==> config.mk <==
export PLATFORM = sky130hd
export DESIGN_NAME = rotfpga_cfg_loader
export DESIGN_NICKNAME = d
export VERILOG_FILES = /design/src/rtl/rotfpga_cfg_loader.sv
export SDC_FILE = /design/constraint.sdc
export NUM_CORES = 1
export LEC_CHECK = 0
export ABC_AREA = 1
export BUFFER_PORTS_ARGS = -buffer_cell sky130_fd_sc_hd__buf_4
export CAP_MARGIN = 20
export CORE_MARGIN = 2
export CORE_UTILIZATION = 30
export CTS_BUF_LIST = sky130_fd_sc_hd__clkbuf_8
export DETAILED_ROUTE_END_ITERATION = 8
export PLACE_DENSITY = 0.63
export SKIP_CTS_REPAIR_TIMING = 1
export SLEW_MARGIN = 25
export SYNTH_ARGS = -nofsm -noshare
export SYNTH_HDL_FRONTEND = slang
export SYNTH_SLANG_ARGS = --single-unit
export TNS_END_PERCENT = 50
==> constraint.sdc <==
create_clock -name clk -period 1.85 [get_ports clk]
set_input_delay 0.0925 -clock clk [delete_from_list [all_inputs] [get_ports clk]]
set_output_delay 0.0925 -clock clk [all_outputs]
set_load 0.02 [all_outputs]
==> src/rtl/rotfpga_cfg_loader.sv <==
// rotfpga_cfg_loader
// ------------------
// Configuration sequencer for the rotating-tile FPGA grid. Takes a bitstream
// as bytes over a valid/ready handshake, pulses the grid reset, then shifts
// CHAIN_LEN bits (LSB of each byte first) through the grid scan chain. Each
// bit costs two cycles (grid_clk low, then high). The grid samples on the
// rising edge of grid_clk. Afterwards the grid is returned to user mode.
//
// Parameters:
//   CHAIN_LEN  - scan-chain bits shifted per load (>= 1)
//   RST_CYCLES - cycles grid_rst_n is held low at the start of a load (>= 1)
//
// Ports:
//   clk, rst             - system clock, asynchronous active-high reset
//   start                - one-cycle load request (ignored while busy)
//   abort                - synchronous abort of a load in progress
//   cfg_mode[1:0]        - latched onto grid_cfg when a load starts
//   byte_data/valid/ready- bitstream byte handshake
//   grid_clk, grid_rst_n, grid_se, grid_sc, grid_cfg - grid control pins
//   grid_sc_out          - grid scan-chain output (readback)
//   busy                 - load in progress
//   done                 - one-cycle pulse on successful completion
//   bit_count[15:0]      - bits shifted in the current load (saturates)
//   rb_crc[7:0]          - CRC-8 of the readback stream
//
// Optional feature: define ROTFPGA_CFG_READBACK_EN to fold grid_sc_out into
// rb_crc (CRC-8, poly 0x07, init 0x00) on every grid_clk high phase. Without
// the macro, rb_crc is tied to zero and grid_sc_out is unused.

module rotfpga_cfg_loader #(
  parameter int CHAIN_LEN  = 512,
  parameter int RST_CYCLES = 4
) (
  input  logic        clk,
  input  logic        rst,
  input  logic        start,
  input  logic        abort,
  input  logic [1:0]  cfg_mode,
  input  logic [7:0]  byte_data,
  input  logic        byte_valid,
  output logic        byte_ready,
  output logic        grid_clk,
  output logic        grid_rst_n,
  output logic        grid_se,
  output logic        grid_sc,
  output logic [1:0]  grid_cfg,
  input  logic        grid_sc_out,
  output logic        busy,
  output logic        done,
  output logic [15:0] bit_count,
  output logic [7:0]  rb_crc
);

  typedef enum logic [2:0] {
    IDLE      = 3'd0,
    GRST      = 3'd1,
    WAIT_BYTE = 3'd2,
    SHIFT_LO  = 3'd3,
    SHIFT_HI  = 3'd4,
    FINISH    = 3'd5
  } state_t;

  localparam int              RCW         = (RST_CYCLES > 1) ? $clog2(RST_CYCLES) : 1;
  localparam logic [RCW-1:0]  RST_LAST    = RCW'(RST_CYCLES - 1);
  localparam logic [15:0]     CHAIN_LEN_W = 16'(CHAIN_LEN);

  state_t          state_q, state_d;
  logic [RCW-1:0]  rcnt_q, rcnt_d;
  logic [2:0]      bidx_q, bidx_d;
  logic [7:0]      shreg_q, shreg_d;
  logic [15:0]     bit_count_q, bit_count_d;
  logic [15:0]     bit_count_inc;
  logic            grid_clk_q, grid_clk_d;
  logic            grid_rst_n_q, grid_rst_n_d;
  logic            grid_se_q, grid_se_d;
  logic            grid_sc_q, grid_sc_d;
  logic [1:0]      grid_cfg_q, grid_cfg_d;

`ifdef ROTFPGA_CFG_READBACK_EN
  logic [7:0]      crc_q, crc_d;
  logic            crc_fb;
  assign crc_fb = crc_q[7] ^ grid_sc_out;
`endif

  // Saturating increment: the counter never wraps past CHAIN_LEN.
  assign bit_count_inc = (bit_count_q < CHAIN_LEN_W) ? bit_count_q + 16'd1 : bit_count_q;

  always_comb begin
    state_d     = state_q;
    rcnt_d      = rcnt_q;
    bidx_d      = bidx_q;
    shreg_d     = shreg_q;
    bit_count_d = bit_count_q;
    grid_cfg_d  = grid_cfg_q;
`ifdef ROTFPGA_CFG_READBACK_EN
    crc_d       = crc_q;
`endif

    case (state_q)
      IDLE: begin
        if (start) begin
          state_d     = GRST;
          grid_cfg_d  = cfg_mode;
          bit_count_d = 16'd0;
          rcnt_d      = '0;
`ifdef ROTFPGA_CFG_READBACK_EN
          crc_d       = 8'h00;
`endif
        end
      end
      GRST: begin
        if (rcnt_q == RST_LAST) begin
          state_d = WAIT_BYTE;
        end else begin
          rcnt_d = rcnt_q + 1'b1;
        end
      end
      WAIT_BYTE: begin
        if (byte_valid) begin
          shreg_d = byte_data;
          bidx_d  = 3'd0;
          state_d = SHIFT_LO;
        end
      end
      SHIFT_LO: begin
        state_d = SHIFT_HI;
      end
      SHIFT_HI: begin
        // The bit has been clocked into the grid on this high phase, so it
        // counts even if the load is aborted in this cycle.
        shreg_d     = {1'b0, shreg_q[7:1]};
        bit_count_d = bit_count_inc;
`ifdef ROTFPGA_CFG_READBACK_EN
        crc_d       = {crc_q[6:0], 1'b0} ^ (crc_fb ? 8'h07 : 8'h00);
`endif
        // Chain end wins over byte end, which drops unused upper bits.
        if (bit_count_inc == CHAIN_LEN_W) begin
          state_d = FINISH;
        end else if (bidx_q == 3'd7) begin
          state_d = WAIT_BYTE;
        end else begin
          bidx_d  = bidx_q + 3'd1;
          state_d = SHIFT_LO;
        end
      end
      FINISH: begin
        state_d = IDLE;
      end
      default: begin
        state_d = IDLE;
      end
    endcase

    if (abort && (state_q != IDLE)) begin
      state_d = IDLE;
    end
  end

  // Grid pins are registered from the next state so that grid_clk is a clean
  // flop output and every pin changes together with the state.
  always_comb begin
    grid_clk_d   = (state_d == SHIFT_HI);
    grid_se_d    = (state_d == SHIFT_LO) || (state_d == SHIFT_HI);
    grid_rst_n_d = (state_d != GRST);
    grid_sc_d    = grid_sc_q;
    if (state_d == SHIFT_LO) begin
      grid_sc_d = shreg_d[0];
    end
  end

  always_ff @(posedge clk or posedge rst) begin
    if (rst) begin
      state_q      <= IDLE;
      rcnt_q       <= '0;
      bidx_q       <= 3'd0;
      shreg_q      <= 8'h00;
      bit_count_q  <= 16'd0;
      grid_clk_q   <= 1'b0;
      grid_rst_n_q <= 1'b1;
      grid_se_q    <= 1'b0;
      grid_sc_q    <= 1'b0;
      grid_cfg_q   <= 2'b00;
    end else begin
      state_q      <= state_d;
      rcnt_q       <= rcnt_d;
      bidx_q       <= bidx_d;
      shreg_q      <= shreg_d;
      bit_count_q  <= bit_count_d;
      grid_clk_q   <= grid_clk_d;
      grid_rst_n_q <= grid_rst_n_d;
      grid_se_q    <= grid_se_d;
      grid_sc_q    <= grid_sc_d;
      grid_cfg_q   <= grid_cfg_d;
    end
  end

`ifdef ROTFPGA_CFG_READBACK_EN
  always_ff @(posedge clk or posedge rst) begin
    if (rst) begin
      crc_q <= 8'h00;
    end else begin
      crc_q <= crc_d;
    end
  end
  assign rb_crc = crc_q;
`else
  logic unused_grid_sc_out;
  assign unused_grid_sc_out = grid_sc_out;
  assign rb_crc = 8'h00;
`endif

  // Status decodes come straight from the state flop. busy drops in the
  // FINISH cycle together with the done pulse.
  assign byte_ready = (state_q == WAIT_BYTE);
  assign busy       = (state_q != IDLE) && (state_q != FINISH);
  assign done       = (state_q == FINISH);
  assign bit_count  = bit_count_q;
  assign grid_clk   = grid_clk_q;
  assign grid_rst_n = grid_rst_n_q;
  assign grid_se    = grid_se_q;
  assign grid_sc    = grid_sc_q;
  assign grid_cfg   = grid_cfg_q;

endmodule
==> results of run 1 <==
==> routing by layer <==
metal / routed length, µm / part of all wire, %
met1: 2120 / 47
met2: 2150 / 48
met3: 203 / 4.5
met4: 61 / 1.3
met5: 0 / 0
==> sequential cells by signal, indices dropped and copies added (netlist names) <==
name,flops
bidx_q,3
bit_count,16
grid_cfg,2
grid_clk,1
grid_rst_n,1
grid_sc,1
grid_se,1
rcnt_q,2
shreg_q,8
state_q,3
==> synthesized netlist by cell type (all sizes together) <==
library cell  count
a21boi            1
a21oi             1
a22o              1
a22oi             6
buf              11
clkbuf            1
clkinv            1
conb              1
dfrtp            37
dfstp             1
ha                4
inv              34
mux2              2
nand2            82
nand3            14
nand4             5
nor2             24
nor3              2
o21ai            23
o31ai             1
or2               1
xor2              1
==> layout by cell type (no fill, tap or decap) <==
cell type / synthesis / routed
nand2_1: 76 / 66
buf_4: 8 / 59
inv_1: 33 / 34
dfrtp_1: 37 / 33
o21ai_0: 17 / 16
nand2_2: 6 / 14
nor2_1: 18 / 13
nand3_1: 12 / 11
conb_1: 1 / 8
nor2_2: 4 / 6
o21ai_1: 5 / 6
a22oi_1: 6 / 6
clkbuf_8: 0 / 6
nor2_4: 2 / 5
nand4_1: 5 / 5
ha_1: 4 / 4
dfrtp_2: 0 / 4
nand3_2: 1 / 2
nand2_4: 0 / 2
mux2_2: 2 / 2
inv_2: 1 / 1
xor2_1: 1 / 1
o21ai_2: 1 / 1
nor3_2: 0 / 1
a21oi_1: 1 / 1
nand3_4: 1 / 1
o31ai_1: 1 / 1
a21boi_2: 1 / 1
nor3_1: 2 / 1
clkinv_1: 1 / 1
a22o_1: 1 / 1
or2_2: 1 / 1
clkinv_2: 0 / 1
clkbuf_16: 0 / 1
dfstp_2: 1 / 1
dlygate4sd3_1: 0 / 1
buf_12: 0 / 1
==> power breakdown <==
group | switching (mW) | leakage [nW] | total (mW) | internal (mW)
registers | 0.0741 | 0.504 | 1.05 | 0.977
logic | 0.488 | 0.894 | 0.793 | 0.305
clock network | 0.298 | 0.0524 | 0.594 | 0.296
==> per-stage QoR <==
step | setup TNS, ns | hold WS (ns) | instances
2_1_floorplan | -0.0158 | 0.221 | 261
3_3_place_gp | -0.0441 | 0.248 | 383
3_5_place_dp | -0.113 | 0.253 | 383
4_1_cts | -0.243 | -0.0694 | 391
5_1_grt | -1.49 | 0.0229 | 396
6_report | -0.106 | 0.0122 | 396
==> cells by family after synthesis <==
group	after synthesis	share of synthesized area, %
flip-flops	38	46.9
AO/OA/AOI/OAI	33	9.68
AND/OR/NAND/NOR	128	28.3
multiplexers	2	1.11
XOR/XNOR	1	0.432
buffers and inverters	47	10.9
other	1	0.185
adder cells (fa/ha/maj)	4	2.47
==> layout make-up <==
cell class | count | area, µm²
Clock buffer | 6 | 82.6
Clock inverter | 2 | 8.76
Fill cell | 667 | 3730
Inverter | 35 | 131
Multi-Input combinational cell | 176 | 953
Sequential cell | 38 | 957
Tap cell | 77 | 96.3
Timing Repair Buffer | 62 | 498
==> worst max path at each step <==
stage	end	slack [ns]	cells after the start
CTS	grid_sc$_DFFE_PP0N_	-0.11	15
finish	grid_sc$_DFFE_PP0N_	-0.08	15
global placement	grid_sc$_DFFE_PP0N_	-0.04	15
detailed placement	grid_sc$_DFFE_PP0N_	-0.08	15
floorplan	grid_sc$_DFFE_PP0N_	-0.02	13
global route	grid_sc$_DFFE_PP0N_	-0.23	15
==> worst max-delay path, stage by stage, from the launching register on <==
cell	delay (ns)
dfrtp_1	0.41
nor2_4	0.12
nand2_2	0.08
nor2_4	0.17
buf_12	0.14
nand2_4	0.04
nand2_2	0.06
nand2_2	0.07
nor2_2	0.12
nand2_2	0.07
nor2_4	0.11
nand3_4	0.12
nand2_4	0.09
nand3_2	0.08
nand2_1	0.09
nand2_1	0.04
==> flow_metrics.py, run 1 <==
metrics = {
    "floorplan": {
        "fp.coreArea_um2": 6460,
        "die-width_um": 86.2,
        "dieArea_um2": 7430,
        "boundaryPins": 49,
        "die_height_um": 86.2,
        "start_util_pct": 31.4,
        "std_cell_rows": 29,
    },
    "clock_network": {
        "clkTransAtPathRegs_ns": 0.08,
        "clk_path_buf_depth": 2,
        "htree_levels": 2,
        "clkLatencyLatePin_ns": 0.29,
        "cts_buffers": 5,
        "root_buffer": "clkbuf_8",
        "cts_tree": "done",
        "clkSinkCount": 38,
    },
    "placement": {
        "dp_hpwl_mm": 3.16,
        "place_congestion": 0.792,
        "numPortBuffers": 39,
        "dpl_cell_area_um2": 2510,
        "dp_slack_ns": -0.0845,
    },
    "grt": {
        "grt_pass1_wl_mm": 7.26,
        "global_route.usage.met1_pct": 15.9,
        "use_met3_pct": 3.43,
        "overflow": 0,
        "grt_util_met2_pct": 19.9,
        "antenna_found_initial": 0,
        "busiest_layer": "met2",
        "grt_max_degree": 39,
        "grt_usage_pct": 12.3,
        "grt_pass1_vias": 1649,
    },
    "cells_and_area": {
        "final_core_util_pct": 42.2,
        "nNetsFinal": 338,
        "syn2layout_area_growth_pct": 34.5,
        "stdcell_area_um2": 2730,
        "num_antenna_cells": 0,
        "drive_gt1_share_pct": 34.5,
    },
    "worst_setup_path": {
        "end_kind": "register",
        "timing.rr.start": "bit_count[11]$_DFFE_PP0P_",
        "cp.required_ns": 2.03,
        "reg2reg_to": "grid_sc$_DFFE_PP0N_",
        "startpoint_type": "register",
        "r2r_cells": 15,
        "cp_max_fo": 8,
        "critical_path_class": "register to register",
        "r2r_setup_slack_ns": -0.08,
        "cp-startpoint": "bit_count[11]$_DFFE_PP0P_",
        "worstPathArrival_ns": 2.10,
    },
    "yosys": {
        "yosysUniqueCellTypes": 32,
        "synthTopCellsByArea": "dfrtp_1 46%, nand2_1 14%, inv_1 6.1%",
        "netlist.area_leader.share_pct": 45.7,
        "syn_area_um2": 2030,
        "synthesis.instances": 254,
        "synth.largest_area_cell": "dfrtp_1",
        "ys_seq_area_share_pct": 46.9,
        "syn_avg_cell_area_um2": 7.99,
        "ys_ff_latch": 38,
        "yosysWarnings": 0,
    },
    "route": {
        "drcViolationCount": 0,
        "ant_nets": 0,
        "dr.pass1.iters": 4,
        "vias": 1806,
        "drt_iter0_drc": 107,
        "wl_mm": 4.53,
        "vias_per_cell": 4.56,
        "wl_per_cell_um": 11.4,
    },
    "sta": {
        "hold_viol": 0,
        "max_freq_mhz": 519,
        "clock_skew_ns": 0.0103,
        "slew_headroom_pct": 53.8,
        "worst_slack_ns": -0.0760,
        "drv_slew": 0,
        "setup_viol": 4,
        "min_period_ns": 1.93,
        "finalCritPeriodShare_pct": 104,
        "tightest_slew_ns": 0.685,
        "grt_setup_unrepaired": "yes",
    },
    "power": {
        "static-leakage-power_nw": 1.45,
        "power_mw": 2.44,
        "powerDensity_nw_per_um2": 894,
        "ir_worst_vdd_v": 0.000567,
    },
    "min_path": {
        "whs_path_depth": 3,
        "holdPathEnd": "shreg_q[6]$_DFFE_PP0P_",
        "min_from": "byte_data[6]",
        "hold_path_class": "primary input to register",
    },
    "status": {
        "status": "finished, violations left",
        "violations": "negative setup slack",
    },
    "run": {
        "maxCapViolations": 0,
    },
}
No activity file was read; power rests on OpenSTA's default activity.
==> run 2: changes to the inputs <==
ABC_AREA = 0   (was 1)
BUFFER_PORTS_ARGS = not set   (was -buffer_cell sky130_fd_sc_hd__buf_4)
DONT_BUFFER_PORTS = 1   (was not set)
PLACE_DENSITY = 0.55   (was 0.63)
clock period = 2.3 ns   (was 1.85 ns; I/O delays follow)
==> run 2 against run 1 <==
  * The flow still finishes with violations (negative setup slack)
  * Critical path depth down 9
  * Via count down 4.5%
  * Design area down 4.7%
  * Maximum frequency down 18%
  * Non-clock buffer count down 19
  * Clock-buffer cell count down 1
  * Synthesized cell count down 13%
  * Area after synthesis up 2.7%
  * Global-route usage up 1.4 points
  * Cell count down 15%
  * Largest power group unchanged
==> flow_metrics.py, run 2 <==
metrics = {
    "cells_and_area": {
        "drive_gt1_share_pct": 23.6,
        "syn2layout_area_growth_pct": 24.8,
        "num_antenna_cells": 0,
        "final_common_cell": "dfrtp_1",
        "final_core_util_pct": 38.5,
        "largest_reg_flops": 16,
        "nNetsFinal": 277,
        "mostFrequentLayoutCells": "35 x dfrtp_1, 33 x nand2_1, 31 x buf_4",
    },
    "sta": {
        "worst_slack_ns": -0.0404,
        "grt_setup_unrepaired": "yes",
        "setup_viol": 1,
        "clock_skew_ns": 0.00472,
        "max_freq_mhz": 427,
        "tightest_slew_ns": 0.528,
        "drv_slew": 0,
        "whs_ns": 0.00576,
        "min_period_ns": 2.34,
        "hold_viol": 0,
        "finalCritPeriodShare_pct": 102,
        "slew_headroom_pct": 64.7,
    },
    "grt": {
        "antenna_found_initial": 0,
        "grt_pass1_wl_mm": 8.14,
        "grt_max_degree": 39,
        "grt_usage_pct": 13.7,
        "overflow": 0,
        "grt_pass1_vias": 1655,
    },
    "worst_setup_path": {
        "r2r_setup_slack_ns": -0.04,
        "startpoint_type": "register",
        "crit_path_max_incr_delay_ns": 0.53,
        "cp.depth": 6,
        "timing.critical_path.slowest_stage_cell": "or4_4",
        "reg2reg_to": "grid_sc$_DFFE_PP0N_",
        "worstPathArrival_ns": 2.53,
        "critical_path_class": "register to register",
        "cp-startpoint": "bit_count[10]$_DFFE_PP0P_",
        "cp-endpoint": "grid_sc$_DFFE_PP0N_",
        "r2r_cells": 6,
        "crit_path_cell_trace": "or4_4 > or3_4 > a211oi_4 > o2111ai_4 > o21ai_2 > mux2_4",
        "cp_top_family": "simple AND/OR/NAND/NOR gates",
        "critical_path_buf_inv_count": 0,
        "cp.required_ns": 2.49,
        "cp_max_fo": 4,
        "end_kind": "register",
        "timing.rr.start": "bit_count[10]$_DFFE_PP0P_",
    },
    "yosys": {
        "ys_seq_area_share_pct": 45.7,
        "synthArstFlopShare_pct": 100,
        "syn_area_um2": 2080,
        "synth_compound_area_share_pct": 17.7,
        "ys_ff_latch": 38,
        "netlist.area_leader.share_pct": 44.5,
        "yosysWarnings": 0,
        "synthTopCellsByArea": "dfrtp_1 44%, nand2_1 5.9%, o21ai_0 4.1%",
        "netlist_top_cells_count": "37 x dfrtp_1, 33 x nand2_1, 20 x nor2_1, 17 x o21ai_0, 12 x clkbuf_1",
        "synthSimpleGateAreaFrac_pct": 23.0,
        "synth_top_family_by_area": "simple AND/OR/NAND/NOR gates",
        "synth_fa_ha_area_share_pct": 2.40,
        "ys.flop_type": "dfrtp_1",
        "synth-xor-area-share_pct": 2.10,
        "yosysMostFrequentCell": "dfrtp_1",
        "synthesis.instances": 220,
        "synthMuxAreaShare_pct": 3.73,
        "synth.largest_area_cell": "dfrtp_1",
        "yosysUniqueCellTypes": 44,
        "syn_avg_cell_area_um2": 9.46,
        "synth_edf_count": 0,
    },
    "floorplan": {
        "die-width_um": 87.3,
        "die_height_um": 87.3,
        "boundaryPins": 49,
        "dieArea_um2": 7620,
        "start_util_pct": 30.8,
        "fp.coreArea_um2": 6760,
        "std_cell_rows": 30,
    },
    "placement": {
        "dp_hpwl_mm": 3.57,
        "numPortBuffers": 0,
        "place_congestion": 0.775,
    },
    "clock_network": {
        "cts_buffers": 5,
        "clk_path_buf_depth": 2,
        "htree_levels": 2,
        "clkSinkCount": 38,
        "root_buffer": "clkbuf_8",
        "cts_tree": "done",
        "clkLatencyLatePin_ns": 0.30,
        "clkTransAtPathRegs_ns": 0.08,
    },
    "min_path": {
        "whs_path_depth": 3,
        "hold_path_class": "primary input to register",
    },
    "power": {
        "powerDensity_nw_per_um2": 744,
        "ir_worst_vdd_v": 0.000276,
        "static-leakage-power_nw": 1.21,
    },
    "route": {
        "vias_per_cell": 5.10,
        "drcViolationCount": 0,
        "dr.pass1.iters": 4,
        "wl_per_cell_um": 14.5,
        "vias": 1724,
        "wl_mm": 4.91,
        "ant_nets": 0,
        "drt_iter0_drc": 42,
    },
    "status": {
        "violations": "negative setup slack",
        "status": "finished, violations left",
    },
    "run": {
        "maxCapViolations": 0,
    },
}
run 2: changes by cell type after synthesis, moves of 5 or more:
cell / change
a22o_1: +5
nand2_1: -43
nand2_2: -6
clkbuf_1: +11
nand3_1: -9
nor2b_1: +9
inv_1: -32
xnor2_1: +5
run 2: kinds of logic after synthesis:
family,Yosys count
AO/OA/AOI/OAI,52
XOR/XNOR,5
other,1
adder cells (fa/ha/maj),4
buffers and inverters,21
multiplexers,7
flip-flops,38
AND/OR/NAND/NOR,92
run 2: worst register-to-register path, cell delays in order (launching register included):
cell	delay, ns
dfrtp_2	0.41
or4_4	0.53
or3_4	0.36
a211oi_4	0.25
o2111ai_4	0.18
o21ai_2	0.19
mux2_4	0.31
run 2: final cells by class:
type                       count  area (µm²)
clock buffer                   5        68.8
clock inverter                 3        40.0
fill                         693        4160
inverter                       1        3.75
multi-input combinational    168        1080
sequential                    38         955
tap                           80         100
timing repair buffer          43         353
run 2: layer usage:
metal | part of all wire, % | vias up | routed length (µm) | track usage (%)
li1 | - | 833 | - | -
met1 | 46 | 844 | 2260 | 18.0
met2 | 47 | 41 | 2320 | 21.6
met3 | 5.7 | 6 | 280 | 4.27
met4 | 0.88 | 0 | 43 | 4.06
met5 | 0 | - | 0 | 0
run 2: how the worst min path moves through the flow:
stage	from	end	slack, ns
floorplan	byte_data[7]	shreg_q[7]$_DFFE_PP0P_	0.23
finish	abort	state_q[0]$_DFF_PP0_	0.006
detailed placement	rst	grid_cfg[1]$_DFFE_PP0P_	0.17
CTS	rst	grid_cfg[1]$_DFFE_PP0P_	-0.15
global route	abort	state_q[0]$_DFF_PP0_	0.01
global placement	rst	grid_cfg[1]$_DFFE_PP0P_	0.17
run 2: through the flow:
| step | TNS (ns) | worst slack, ns | area, µm² | std cells | total power, mW |
|---|---|---|---|---|---|
| floorplan | -0.106 | -0.0650 | 2110 | 227 | 1.26 |
| global placement | -0.0206 | -0.0206 | 2340 | 318 | 1.35 |
| detailed placement | -0.0352 | -0.0352 | 2340 | 318 | 1.36 |
| CTS | -0.0489 | -0.0489 | 2450 | 326 | 1.93 |
| global route | -0.148 | -0.0950 | 2600 | 338 | 2.05 |
| finish | -0.0404 | -0.0404 | 2600 | 338 | 1.93 |
run 2: power breakdown:
group / internal, mW / switching (mW)
combinational: 0.202 / 0.246
clock: 0.319 / 0.252
sequential: 0.792 / 0.123
==> run 3: changes to the inputs <==
GPL_ROUTABILITY_DRIVEN = 0   (was not set)
MAX_ROUTING_LAYER = met4   (was not set)
==> run 3 against run 2 <==
  * The run still ends with negative setup slack left
  * Setup slack better by 0.0050 ns
  * Power about the same
  * Sequential share of layout area did not move
  * Clock skew hardly changed
  * Non-clock buffer count is the same
  * Combinational power is essentially flat
  * Design area stayed put
  * Largest cell class unchanged
  * Largest power group unchanged
  * Highest routed layer unchanged
==> flow_metrics.py, run 3 (same netlist as run 2, synthesis figures left out) <==
metrics = {
    "grt": {
        "antenna_found_initial": 0,
        "overflow": 0,
        "grt_usage_pct": 14.1,
        "grt_max_degree": 39,
        "grt_pass1_vias": 1658,
        "grt_pass1_wl_mm": 8.12,
    },
    "sta": {
        "hold_viol": 0,
        "setup_viol": 1,
        "finalCritPeriodShare_pct": 102,
        "worst_slack_ns": -0.0354,
        "min_period_ns": 2.34,
        "drv_slew": 0,
        "tightest_slew_ns": 0.521,
        "max_freq_mhz": 428,
        "finalSetupTns_ns": -0.0354,
        "grt_setup_unrepaired": "yes",
        "clock_skew_ns": 0.00480,
        "slew_headroom_pct": 65.1,
    },
    "clock_network": {
        "cts_buffers": 5,
        "cts_tree": "done",
        "clkTransAtPathRegs_ns": 0.08,
        "clkSinkCount": 38,
        "htree_levels": 2,
        "root_buffer": "clkbuf_8",
        "clkLatencyLatePin_ns": 0.29,
        "clk_path_buf_depth": 2,
    },
    "status": {
        "status": "finished, violations left",
        "violations": "negative setup slack",
    },
    "floorplan": {
        "die-width_um": 87.3,
        "fp.coreArea_um2": 6760,
        "std_cell_rows": 30,
        "dieArea_um2": 7620,
        "boundaryPins": 49,
        "start_util_pct": 30.8,
        "die_height_um": 87.3,
    },
    "worst_setup_path": {
        "timing.critical_path.slowest_stage_cell": "or4_4",
        "worstPathArrival_ns": 2.52,
        "critical_path_class": "register to register",
        "cp.required_ns": 2.49,
        "crit_path_cell_trace": "or4_4 > or3_4 > a211oi_4 > o2111ai_4 > o21ai_2 > mux2_4",
        "startpoint_type": "register",
        "cp_max_fo": 4,
        "crit_path_max_incr_delay_ns": 0.53,
        "end_kind": "register",
    },
    "run": {
        "maxCapViolations": 0,
    },
    "power": {
        "static-leakage-power_nw": 1.21,
        "powerDensity_nw_per_um2": 744,
        "ir_worst_vdd_v": 0.000276,
    },
    "cells_and_area": {
        "num_antenna_cells": 0,
        "stdcell_area_um2": 2600,
        "largest_reg_flops": 16,
        "drive_gt1_share_pct": 23.6,
        "nNetsFinal": 277,
        "final_common_cell": "dfrtp_1",
        "mostFrequentLayoutCells": "35 x dfrtp_1, 33 x nand2_1, 31 x buf_4",
        "fill_cells": 693,
        "syn2layout_area_growth_pct": 24.8,
    },
    "route": {
        "vias_per_cell": 5.15,
        "wl_mm": 4.88,
        "vias": 1741,
        "drcViolationCount": 0,
        "dr.pass1.iters": 4,
        "wl_per_cell_um": 14.4,
        "drt_iter0_drc": 45,
        "ant_nets": 0,
    },
    "placement": {
        "numPortBuffers": 0,
        "dp_hpwl_mm": 3.57,
        "dpl_cell_area_um2": 2340,
        "dp_slack_ns": -0.0352,
    },
    "min_path": {
        "hold_path_class": "primary input to register",
    },
}
[run 3: cell counts in the layout (fill, tap and decap cells not counted)]
Identical to the previous run, type by type.
[run 3: layout make-up]
class | instances | area (µm²) | share of cell area, %
inverters | 1 | 3.75 | 0.144
multi-input cells | 168 | 1080 | 41.5
clock inverters | 3 | 40.0 | 1.54
well taps | 80 | 100 | 3.85
flip-flops and latches | 38 | 955 | 36.7
clock buffers | 5 | 68.8 | 2.65
repair buffers | 43 | 353 | 13.6
[run 3: worst max-delay path: cells and delay by family (launching register included)]
family	cells	cell delay [ns]
simple gates	2	0.89
mux	1	0.31
compound gates	3	0.62
flops	1	0.41
[run 3: per-stage QoR]
| step | cells | power, mW | hold WS [ns] | util, % |
|---|---|---|---|---|
| after floorplan | 227 | 1.26 | 0.232 | - |
| after global placement | 318 | 1.35 | 0.165 | 34.7 |
| after detailed placement | 318 | 1.36 | 0.174 | 34.7 |
| after CTS | 326 | 1.93 | -0.153 | 36.3 |
| after global routing | 338 | 2.05 | 0.00974 | 38.5 |
| final | 338 | 1.93 | 0.00725 | 38.5 |
[run 3: report_power, final]
part | total, mW | internal (mW) | switching (mW)
Combinational | 0.448 | 0.202 | 0.245
Clock | 0.571 | 0.319 | 0.251
Sequential | 0.915 | 0.792 | 0.123
Total | 1.93 | 1.31 | 0.619
[run 3: worst paths after layout]
check / endpoint / slack, ns / cells past startpoint / startpoint
worst max-delay path: grid_sc$_DFFE_PP0N_ / -0.04 / 6 / bit_count[10]$_DFFE_PP0P_
worst min-delay path: state_q[0]$_DFF_PP0_ / 0.007 / 3 / abort
worst max register to register: grid_sc$_DFFE_PP0N_ / -0.04 / 6 / bit_count[10]$_DFFE_PP0P_
worst min register to register: shreg_q[5]$_DFFE_PP0P_ / 0.48 / 2 / shreg_q[5]$_DFFE_PP0P_
max in group asynchronous: grid_rst_n$_DFF_PP1_ / 1.56 / 3 / rst
min in group asynchronous: bit_count[11]$_DFFE_PP0P_ / 0.37 / 3 / rst
[run 3: metal layers]
metal	vias to the layer above	share of wire (%)	global-route usage, %
li1	833	-	-
met1	853	45	17.9
met2	48	47	21.8
met3	7	7.0	4.08
met4	0	0.84	4.06
met5	-	0	-
